==> config.mk <==
export PLATFORM = sky130hd
export DESIGN_NAME = uart_tx_fifo
export DESIGN_NICKNAME = d
export VERILOG_FILES = /design/src/rtl/uart_tx_fifo.sv
export SDC_FILE = /design/constraint.sdc
export NUM_CORES = 1
export LEC_CHECK = 0
export CAP_MARGIN = 10
export CORE_ASPECT_RATIO = 0.7
export CORE_MARGIN = 4
export CORE_UTILIZATION = 40
export CTS_CLUSTER_SIZE = 40
export DETAILED_ROUTE_END_ITERATION = 8
export PLACE_DENSITY_LB_ADDON = 0.3
export SYNTH_ARGS = -nofsm -noshare
export SYNTH_HDL_FRONTEND = slang
export SYNTH_SLANG_ARGS = --single-unit
==> constraint.sdc <==
create_clock -name clk -period 3.3 [get_ports clk]
set_clock_uncertainty 0.1 [all_clocks]
set_input_delay 0.66 -clock clk [delete_from_list [all_inputs] [get_ports clk]]
set_output_delay 0.66 -clock clk [all_outputs]
set_load 0.1 [all_outputs]
==> src/rtl/uart_tx_fifo.sv <==
// ---------------------------------------------------------------------------
// uart_tx_fifo
//   UART transmitter fed by a FIFO. Accepted bytes are queued and sent as
//   frames: one start bit (0), pDataBits data bits LSB first, an optional
//   parity bit, and one or two stop bits (1). Baud divisor, stop-bit count
//   and parity mode are latched when a frame starts. Back-to-back frames are
//   sent with no idle gap.
//
//   Optional feature: define UART_TX_PARITY_EN to build parity support.
//   Without it the parity input is ignored and every frame is no-parity.
//
// Ports
//   clk     in   single clock, all state on the rising edge
//   rst     in   asynchronous active-low reset
//   div     in   clk ticks per bit (0 and 1 both mean one tick)
//   stop2   in   1 = two stop bits, 0 = one
//   parity  in   00 none, 01 even, 10 odd, 11 none
//   stb     in   write request; byte accepted when stb && ready
//   data    in   write byte; bits above pDataBits-1 ignored
//   ready   out  FIFO not full
//   level   out  entries currently stored
//   busy    out  frame in progress or FIFO non-empty
//   tx      out  serial line, idle high
// ---------------------------------------------------------------------------
module uart_tx_fifo #(
   parameter int pDataBits  = 8,
   parameter int pFifoDepth = 16,
   parameter int pDivWidth  = 16
) (
   input  logic                          clk,
   input  logic                          rst,
   input  logic [pDivWidth-1:0]          div,
   input  logic                          stop2,
   input  logic [1:0]                    parity,
   input  logic                          stb,
   input  logic [7:0]                    data,
   output logic                          ready,
   output logic [$clog2(pFifoDepth):0]   level,
   output logic                          busy,
   output logic                          tx
);

   localparam int AW = $clog2(pFifoDepth);
   localparam int BW = $clog2(pDataBits);
   localparam logic [BW-1:0] LAST_BIT = BW'(pDataBits - 1);
   localparam logic [pDivWidth-1:0] DIV_ONE = {{(pDivWidth-1){1'b0}}, 1'b1};

   localparam logic [2:0] S_IDLE   = 3'd0;
   localparam logic [2:0] S_START  = 3'd1;
   localparam logic [2:0] S_DATA   = 3'd2;
`ifdef UART_TX_PARITY_EN
   localparam logic [2:0] S_PARITY = 3'd3;
`endif
   localparam logic [2:0] S_STOP   = 3'd4;

   // FIFO storage and bookkeeping
   logic [pDataBits-1:0] mem [pFifoDepth];
   logic [AW-1:0]        wr_ptr;
   logic [AW-1:0]        rd_ptr;

   // Frame engine
   logic [2:0]           state;
   logic [pDivWidth-1:0] baud_cnt;
   logic [pDivWidth-1:0] div_q;
   logic [BW-1:0]        bit_cnt;
   logic [pDataBits-1:0] shreg;
   logic                 stop2_q;
   logic                 stop_more;   // another stop bit follows the current one

`ifdef UART_TX_PARITY_EN
   logic                 par_en_q;
   logic                 par_bit_q;
   logic                 unused_in;
   assign unused_in = ^data;
`else
   logic                 unused_in;
   assign unused_in = ^{parity, data};
`endif

   logic                 push;
   logic                 pop;
   logic                 empty;
   logic                 bit_done;
   logic                 last_stop;
   logic [pDivWidth-1:0] div_eff;
   logic [pDataBits-1:0] head;

   assign empty     = (level == '0);
   assign ready     = (level != (AW+1)'(pFifoDepth));
   assign busy      = (state != S_IDLE) || !empty;
   assign push      = stb && ready;
   assign bit_done  = (baud_cnt == '0);
   assign last_stop = (state == S_STOP) && bit_done && !stop_more;
   // A new frame starts from Idle, or straight out of the final stop bit so
   // consecutive frames abut with no idle gap.
   assign pop       = !empty && ((state == S_IDLE) || last_stop);
   assign div_eff   = (div > DIV_ONE) ? div : DIV_ONE;
   assign head      = mem[rd_ptr];

   // NOTE: storage has no reset; level and pointers alone define validity.
   always_ff @(posedge clk) begin
      if (push) mem[wr_ptr] <= data[pDataBits-1:0];
   end

   // Pointers wrap naturally because the depth is a power of two.
   always_ff @(posedge clk or negedge rst) begin
      if (!rst) begin
         wr_ptr <= '0;
         rd_ptr <= '0;
         level  <= '0;
      end else begin
         if (push) wr_ptr <= wr_ptr + 1'b1;
         if (pop)  rd_ptr <= rd_ptr + 1'b1;
         case ({push, pop})
            2'b10:   level <= level + 1'b1;
            2'b01:   level <= level - 1'b1;
            default: level <= level;
         endcase
      end
   end

   // tx is registered from the next-state decision, so the first start-bit
   // cycle appears one clk after the pop.
   always_ff @(posedge clk or negedge rst) begin
      if (!rst) begin
         state     <= S_IDLE;
         baud_cnt  <= '0;
         div_q     <= '0;
         bit_cnt   <= '0;
         shreg     <= '0;
         stop2_q   <= 1'b0;
         stop_more <= 1'b0;
         tx        <= 1'b1;
`ifdef UART_TX_PARITY_EN
         par_en_q  <= 1'b0;
         par_bit_q <= 1'b0;
`endif
      end else if (pop) begin
         state     <= S_START;
         baud_cnt  <= div_eff - 1'b1;
         div_q     <= div_eff;
         stop2_q   <= stop2;
         shreg     <= head;
         bit_cnt   <= '0;
         tx        <= 1'b0;
`ifdef UART_TX_PARITY_EN
         par_en_q  <= parity[0] ^ parity[1];
         par_bit_q <= (^head) ^ parity[1];
`endif
      end else begin
         case (state)
            S_IDLE: begin
               tx <= 1'b1;
            end
            S_START: begin
               if (bit_done) begin
                  state    <= S_DATA;
                  baud_cnt <= div_q - 1'b1;
                  tx       <= shreg[0];
               end else begin
                  baud_cnt <= baud_cnt - 1'b1;
               end
            end
            S_DATA: begin
               if (bit_done) begin
                  baud_cnt <= div_q - 1'b1;
                  if (bit_cnt == LAST_BIT) begin
`ifdef UART_TX_PARITY_EN
                     if (par_en_q) begin
                        state <= S_PARITY;
                        tx    <= par_bit_q;
                     end else begin
                        state     <= S_STOP;
                        tx        <= 1'b1;
                        stop_more <= stop2_q;
                     end
`else
                     state     <= S_STOP;
                     tx        <= 1'b1;
                     stop_more <= stop2_q;
`endif
                  end else begin
                     bit_cnt <= bit_cnt + 1'b1;
                     shreg   <= shreg >> 1;
                     tx      <= shreg[1];
                  end
               end else begin
                  baud_cnt <= baud_cnt - 1'b1;
               end
            end
`ifdef UART_TX_PARITY_EN
            S_PARITY: begin
               if (bit_done) begin
                  state     <= S_STOP;
                  baud_cnt  <= div_q - 1'b1;
                  tx        <= 1'b1;
                  stop_more <= stop2_q;
               end else begin
                  baud_cnt <= baud_cnt - 1'b1;
               end
            end
`endif
            S_STOP: begin
               tx <= 1'b1;
               if (bit_done) begin
                  if (stop_more) begin
                     stop_more <= 1'b0;
                     baud_cnt  <= div_q - 1'b1;
                  end else begin
                     state <= S_IDLE;
                  end
               end else begin
                  baud_cnt <= baud_cnt - 1'b1;
               end
            end
            default: begin
               state <= S_IDLE;
               tx    <= 1'b1;
            end
         endcase
      end
   end

endmodule

==> results of run 1 <==
registers in the layout (all words and copies together), names as in the netlist:
signal and cells:
state 3, stop_more 1, bit_cnt 3, shreg 8, level 5, wr_ptr 4
rd_ptr 4, mem 128, tx 1, baud_cnt 16, stop2_q 1, div_q 16
cell families (layout without fill, tap and decap cells):
kind of cell	after synthesis	after routing	synth area share
flops	190	190	0.640
simple gates	175	175	0.0958
compound gates	98	98	0.0728
mux	59	59	0.131
buf+inv	47	134	0.0228
xor+xnor	17	17	0.0177
fa+ha+maj	13	13	0.0202
final timing paths:
check | startpoint | endpoint | slack (ns) | cells past startpoint
worst max-delay path | div[13] | baud_cnt[14] | 0.12 | 13
worst min-delay path | rst | div_q[13] | 0.14 | 1
worst max register to register | level[3] | baud_cnt[10] | 0.15 | 13
worst min register to register | div_q[15] | div_q[15] | 0.38 | 2
max in group asynchronous | rst | tx | 2.10 | 2
min in group clk | div_q[15] | div_q[15] | 0.38 | 2
cell usage in the layout, fill, tap and decap left out, types with 6 or more instances in the layout:
cell | Yosys | routed
clkdlybuf4s50_1 | 0 | 26
a21oi_1 | 18 | 17
ha_1 | 12 | 10
nand2_1 | 84 | 83
clkinv_8 | 0 | 7
buf_4 | 0 | 58
nor2_1 | 42 | 41
inv_1 | 14 | 13
nand3_1 | 6 | 6
a21o_1 | 6 | 6
nor3_1 | 10 | 10
clkbuf_16 | 0 | 17
o21ai_0 | 35 | 33
mux2i_1 | 14 | 14
mux4_2 | 40 | 40
xnor2_1 | 12 | 12
edfxtp_1 | 128 | 128
a31oi_1 | 12 | 12
dfrtp_1 | 61 | 55
through the flow:
| step | area (sq um) | utilization | setup WS (ns) | total power, mW | cells |
|---|---|---|---|---|---|
| 6_report | 10100 | 0.487 | 0.124 | 7.16 | 962 |
| 3_3_place_gp | 9420 | 0.454 | -0.181 | 4.95 | 927 |
| 5_1_grt | 10100 | 0.487 | -0.0328 | 7.48 | 962 |
| 4_1_cts | 10100 | 0.486 | 0.00530 | 7.20 | 959 |
| 2_1_floorplan | 8500 | - | -0.190 | 4.37 | 599 |
| 3_5_place_dp | 9420 | 0.454 | -0.295 | 5.02 | 927 |
per-layer routing:
| layer | up-vias | track usage |
|---|---|---|
| met3 | 11 | 0.0351 |
| li1 | 2411 | - |
| met1 | 2681 | 0.259 |
| met5 | - | 0 |
| met4 | 0 | 0.0423 |
| met2 | 157 | 0.239 |
power by group:
part / leakage (nW) / switching (mW) / internal [mW]
clock network: 0.313 / 1.06 / 1.12
logic: 1.53 / 1.10 / 0.777
registers: 1.89 / 0.213 / 2.89
final cells by class:
| class | instances | area, sq um |
|---|---|---|
| Timing Repair Buffer | 87 | 741 |
| Fill cell | 1704 | 10600 |
| Sequential cell | 190 | 5410 |
| Tap cell | 276 | 345 |
| Multi-Input combinational cell | 362 | 2900 |
| Clock buffer | 17 | 425 |
| Inverter | 15 | 61.3 |
| Clock inverter | 15 | 228 |
repair_timing:
action	in CTS	in global routing
gates resized for setup	2	2
setup buffers	0	3
setup endpoints to repair	2	11
pin swaps	2	2
critical path, cell delays in order:
cell             delay, ns
clkdlybuf4s50_1       0.46
or4_1                 0.54
nor4_1                0.34
a31oi_1               0.17
nand2_1               0.12
nand2_1               0.06
ha_2                  0.18
o311ai_1              0.08
mux2i_1               0.11
buf_4                 0.16
and3_2                0.25
a21o_1                0.18
a31oi_1               0.14
==> flow_metrics.py, run 1 <==
metrics = {
    "status": {
        "status": "complete, no violations",
    },
    "floorplan": {
        "core_sq_um": 20800,
        "num_io_pins": 38,
        "die_w_microns": 182,
        "die_area_sq_um": 23500,
        "num_rows": 44,
        "start_util": 0.406,
        "die_h_microns": 129,
    },
    "synth": {
        "synth_edf_count": 128,
        "synth_ff_type": "edfxtp_1",
        "synth_top_area_frac": 0.456,
        "seq_area_frac_synth": 0.640,
        "ys_types": 59,
        "synthArstFlopShare": 0.326,
        "synth_area_leaders": "edfxtp_1 46%, dfrtp_1 18%, mux4_2 11%, nand2_1 3.7%, o21ai_0 2.1%",
        "syn_nets": 642,
        "yosysWarnings": 0,
        "synth_cells": 599,
        "synth_area_per_cell_sq_um": 14.1,
        "synth_area_leader_cell": "edfxtp_1",
        "syn_area_sq_um": 8430,
        "ys_top_cells_by_count": "128 x edfxtp_1, 84 x nand2_1, 61 x dfrtp_1",
        "synth.most_common_cell": "edfxtp_1",
        "ys_ff_latch": 190,
    },
    "clock_network": {
        "clkLatencyLatePin_ns": 0.44,
        "cts_max_level": 4,
        "hold_buffers": 0,
        "root_buffer": "clkbuf_16",
        "cts_inserted_buffers": 17,
        "cts_tree": "built",
        "cts.path.max_buffers": 2,
        "cts_sinks": 190,
        "path_clk_slew_ns": 0.08,
    },
    "pwr": {
        "powerDensity_nw_per_um2": 707,
        "peakVddDrop_mv": 0.461,
        "power.leakage_nw": 3.73,
    },
    "grt": {
        "grt_pass1_vias": 5069,
        "track_usage": 0.166,
        "grt_max_degree": 36,
        "grt_first_pass_wirelength_microns": 29500,
        "overflow": 0,
        "antenna_found_initial": 0,
    },
    "route": {
        "vias_per_cell": 5.47,
        "post_drt_wl_per_cell_microns": 19.6,
        "vias": 5260,
        "met2_wirelength_microns": 8350,
        "drt-total-wl_microns": 18900,
        "route.met3.wl_microns": 1070,
        "drc": 0,
        "ant_nets": 0,
        "wl_met1_microns": 9320,
        "drt_iter0_drc": 548,
        "top_layer": "met4",
        "drt_pass1_iterations": 5,
    },
    "sta": {
        "whs_ns": 0.140,
        "setup_violations": 0,
        "rsz0062_at_grt": "yes",
        "max_freq_mhz": 315,
        "fin_tns_setup_ns": 0,
        "hold_viol": 0,
        "fin_crit_sh": 0.962,
        "final_max_slew_viol_count": 0,
        "layout_min_cycle_time_ns": 3.18,
        "slew_headroom": 0.309,
        "tightest_slew_ns": 1.03,
    },
    "layout": {
        "drive_above_1_share": 0.242,
        "area_growth_syn_to_layout_pct": 19.9,
        "num-nets-final": 716,
        "antenna_cells": 0,
    },
    "critical_path": {
        "critPathArrivalTime_ns": 3.44,
        "cp-end-kind": "flop",
        "startpoint_type": "input port",
        "crit_type": "input port to flop",
        "cp_data_required_time_ns": 3.57,
        "cp_max_fo": 5,
    },
    "placed_design": {
        "gp_congestion": 0.924,
        "port_buffers": 35,
        "hpwl_microns": 12800,
    },
    "hold_path": {
        "hp-class": "input port to async pin",
    },
    "flow_run": {
        "maxCapViolations": 0,
    },
}
No activity file was read; power rests on OpenSTA's default activity.
==> run 2, diff against run 1 <==
--- a/config.mk
+++ b/config.mk
@@ -5,13 +5,14 @@
 export SDC_FILE = /design/constraint.sdc
 export NUM_CORES = 1
 export LEC_CHECK = 0
-export CAP_MARGIN = 10
 export CORE_ASPECT_RATIO = 0.7
 export CORE_MARGIN = 4
 export CORE_UTILIZATION = 40
 export CTS_CLUSTER_SIZE = 40
 export DETAILED_ROUTE_END_ITERATION = 8
+export GPL_ROUTABILITY_DRIVEN = 0
 export PLACE_DENSITY_LB_ADDON = 0.3
+export SETUP_SLACK_MARGIN = 0.3
 export SYNTH_ARGS = -nofsm -noshare
 export SYNTH_HDL_FRONTEND = slang
 export SYNTH_SLANG_ARGS = --single-unit
==> run 2 against run 1 <==
Net effect: utilization grew 0.98 points; first-iteration DRC count grew 11%; die area is the same; critical endpoint unchanged.
==> flow_metrics.py, run 2 (synthesis gave the netlist of run 1 again) <==
metrics = {
    "status": {
        "status": "complete, no violations",
    },
    "critical_path": {
        "worstReg2RegEnd": "baud_cnt[14]",
        "cp.buffers_inverters": 2,
        "crit_family": "compound AO/OA/AOI/OAI gates",
        "crit_type": "flop to flop",
        "startpoint_type": "flop",
        "slowest_delay_ns": 0.58,
        "rr_startpoint": "level[3]",
        "reg2reg_depth": 13,
        "startpoint": "level[3]",
        "cp_max_fo": 7,
        "cp-end-kind": "flop",
        "regToRegSetupSlack_ns": 0.14,
        "cp_data_required_time_ns": 3.56,
        "path_cells": "or4_4 > o21ai_4 > o41a_1 > inv_6 > a211o_1 > nand2_2 > ha_4 > o311ai_2 > mux2i_1 > buf_4 > and3_4 > nand3_2 > a31oi_1",
        "worst_path_max_delay_cell": "or4_4",
        "critPathArrivalTime_ns": 3.41,
    },
    "layout": {
        "reg_top3": "mem (128), baud_cnt (16), div_q (16)",
        "final_common_cell": "edfxtp_1",
        "largest_register": "mem",
        "fin_cells": 978,
        "multi_input_comb_area_sq_um": 3020,
        "drive_above_1_share": 0.272,
        "antenna_cells": 0,
        "seq_area_sq_um": 5410,
        "final_cell_mix": "128 x edfxtp_1, 82 x nand2_1, 69 x buf_4",
        "num-nets-final": 732,
        "largest_register_ffs": 128,
        "final.fill_count": 1744,
        "final_area_sq_um": 10300,
        "area_growth_syn_to_layout_pct": 22.3,
    },
    "floorplan": {
        "die_w_microns": 182,
        "start_util": 0.406,
        "num_rows": 44,
        "die_h_microns": 129,
        "num_io_pins": 38,
        "die_area_sq_um": 23500,
        "core_sq_um": 20800,
    },
    "grt": {
        "grt_pass1_vias": 5482,
        "grt_max_degree": 36,
        "grt_first_pass_wirelength_microns": 31300,
        "antenna_found_initial": 0,
        "overflow": 0,
        "track_usage": 0.175,
    },
    "sta": {
        "hold_viol": 0,
        "final_max_slew_viol_count": 0,
        "tightest_slew_ns": 0.714,
        "layout_min_cycle_time_ns": 3.16,
        "whs_ns": 0.160,
        "rsz0062_at_grt": "yes",
        "max_freq_mhz": 317,
        "fin_crit_sh": 0.957,
        "setup_violations": 0,
        "slew_headroom": 0.518,
    },
    "clock_network": {
        "cts_max_level": 4,
        "hold_buffers": 0,
        "root_buffer": "clkbuf_16",
        "cts_sinks": 190,
        "cts.path.max_buffers": 2,
        "cts_inserted_buffers": 17,
        "cts_tree": "built",
        "clkLatencyLatePin_ns": 0.44,
        "path_clk_slew_ns": 0.08,
    },
    "route": {
        "vias_per_cell": 5.51,
        "post_drt_wl_per_cell_microns": 20.3,
        "drt_pass1_iterations": 5,
        "drt_iter0_drc": 608,
        "drc": 0,
        "drt-total-wl_microns": 19900,
        "ant_nets": 0,
        "vias": 5385,
    },
    "pwr": {
        "p_seq_frac": 0.441,
        "clockPowerShare": 0.277,
        "peakVddDrop_mv": 0.371,
        "cellInternalPower_mw": 4.73,
        "pwr-share-comb": 0.282,
        "power.switching_mw": 2.31,
        "power.leakage_nw": 3.82,
        "powerDensity_nw_per_um2": 682,
        "switching_share": 0.328,
    },
    "hold_path": {
        "hp-class": "input port to async pin",
    },
    "placed_design": {
        "dpl_cell_area_sq_um": 9450,
        "port_buffers": 35,
        "hpwl_microns": 13300,
        "dp_cells": 932,
    },
    "flow_run": {
        "maxCapViolations": 0,
    },
}
## run 2: layout make-up
cell class / instances / share of cell area
Sequential cell: 190 / 0.525
Multi-Input combinational cell: 362 / 0.293
Timing Repair Buffer: 103 / 0.0886
Clock buffer: 18 / 0.0416
Tap cell: 276 / 0.0335
Clock inverter: 14 / 0.0125
Inverter: 15 / 0.00618
## run 2: timing repair
action	4_1_cts	5_1_grt
cloned	1	1
buffers inserted	4	8
pin swaps	9	11
hold endpoints to repair	0	0
gates resized for setup	19	13
setup endpoints to repair	23	15
## run 2: metal layers
metal | up-vias | track usage | share of wire
met5 | - | 0 | 0
met4 | 0 | 0.0543 | 0.016
met3 | 26 | 0.0376 | 0.061
met2 | 190 | 0.252 | 0.43
met1 | 2731 | 0.266 | 0.49
li1 | 2438 | - | -
## run 2: worst max-delay path by stage
| stage | to | slack (ns) | cells past startpoint |
|---|---|---|---|
| 4_1_cts | baud_cnt[14] | 0.16 | 13 |
| 6_report | baud_cnt[14] | 0.14 | 13 |
| 2_1_floorplan | baud_cnt[14] | -0.19 | 16 |
| 3_3_place_gp | baud_cnt[12] | -0.19 | 12 |
| 3_5_place_dp | baud_cnt[14] | -0.32 | 12 |
| 5_1_grt | baud_cnt[6] | 0.06 | 13 |
## run 2: power by group through the flow
| stage | Clock, mW | Combinational, mW | Sequential (mW) |
|---|---|---|---|
| 2_1_floorplan | 0 | 1.05 | 3.33 |
| 3_3_place_gp | 0 | 1.84 | 3.13 |
| 3_5_place_dp | 0 | 1.89 | 3.15 |
| 4_1_cts | 2.00 | 1.94 | 3.10 |
| 5_1_grt | 2.09 | 2.15 | 3.14 |
| 6_report | 1.95 | 1.98 | 3.11 |
## run 2: stage by stage
stage          total power [mW]  setup WS (ns)   util  TNS, ns
2_1_floorplan              4.38         -0.190      -   -0.973
3_3_place_gp               4.97         -0.189  0.455   -0.677
3_5_place_dp               5.04         -0.322  0.455    -1.90
4_1_cts                    7.04          0.156  0.490        0
5_1_grt                    7.38         0.0553  0.497        0
6_report                   7.04          0.143  0.497        0
==> run 3, diff against run 2 <==
--- a/config.mk
+++ b/config.mk
@@ -13,6 +13,7 @@
 export GPL_ROUTABILITY_DRIVEN = 0
 export PLACE_DENSITY_LB_ADDON = 0.3
 export SETUP_SLACK_MARGIN = 0.3
+export SLEW_MARGIN = 5
 export SYNTH_ARGS = -nofsm -noshare
 export SYNTH_HDL_FRONTEND = slang
 export SYNTH_SLANG_ARGS = --single-unit
==> results of run 3 <==
No change in the layout: final DEF, timing and power equal those of run 2.
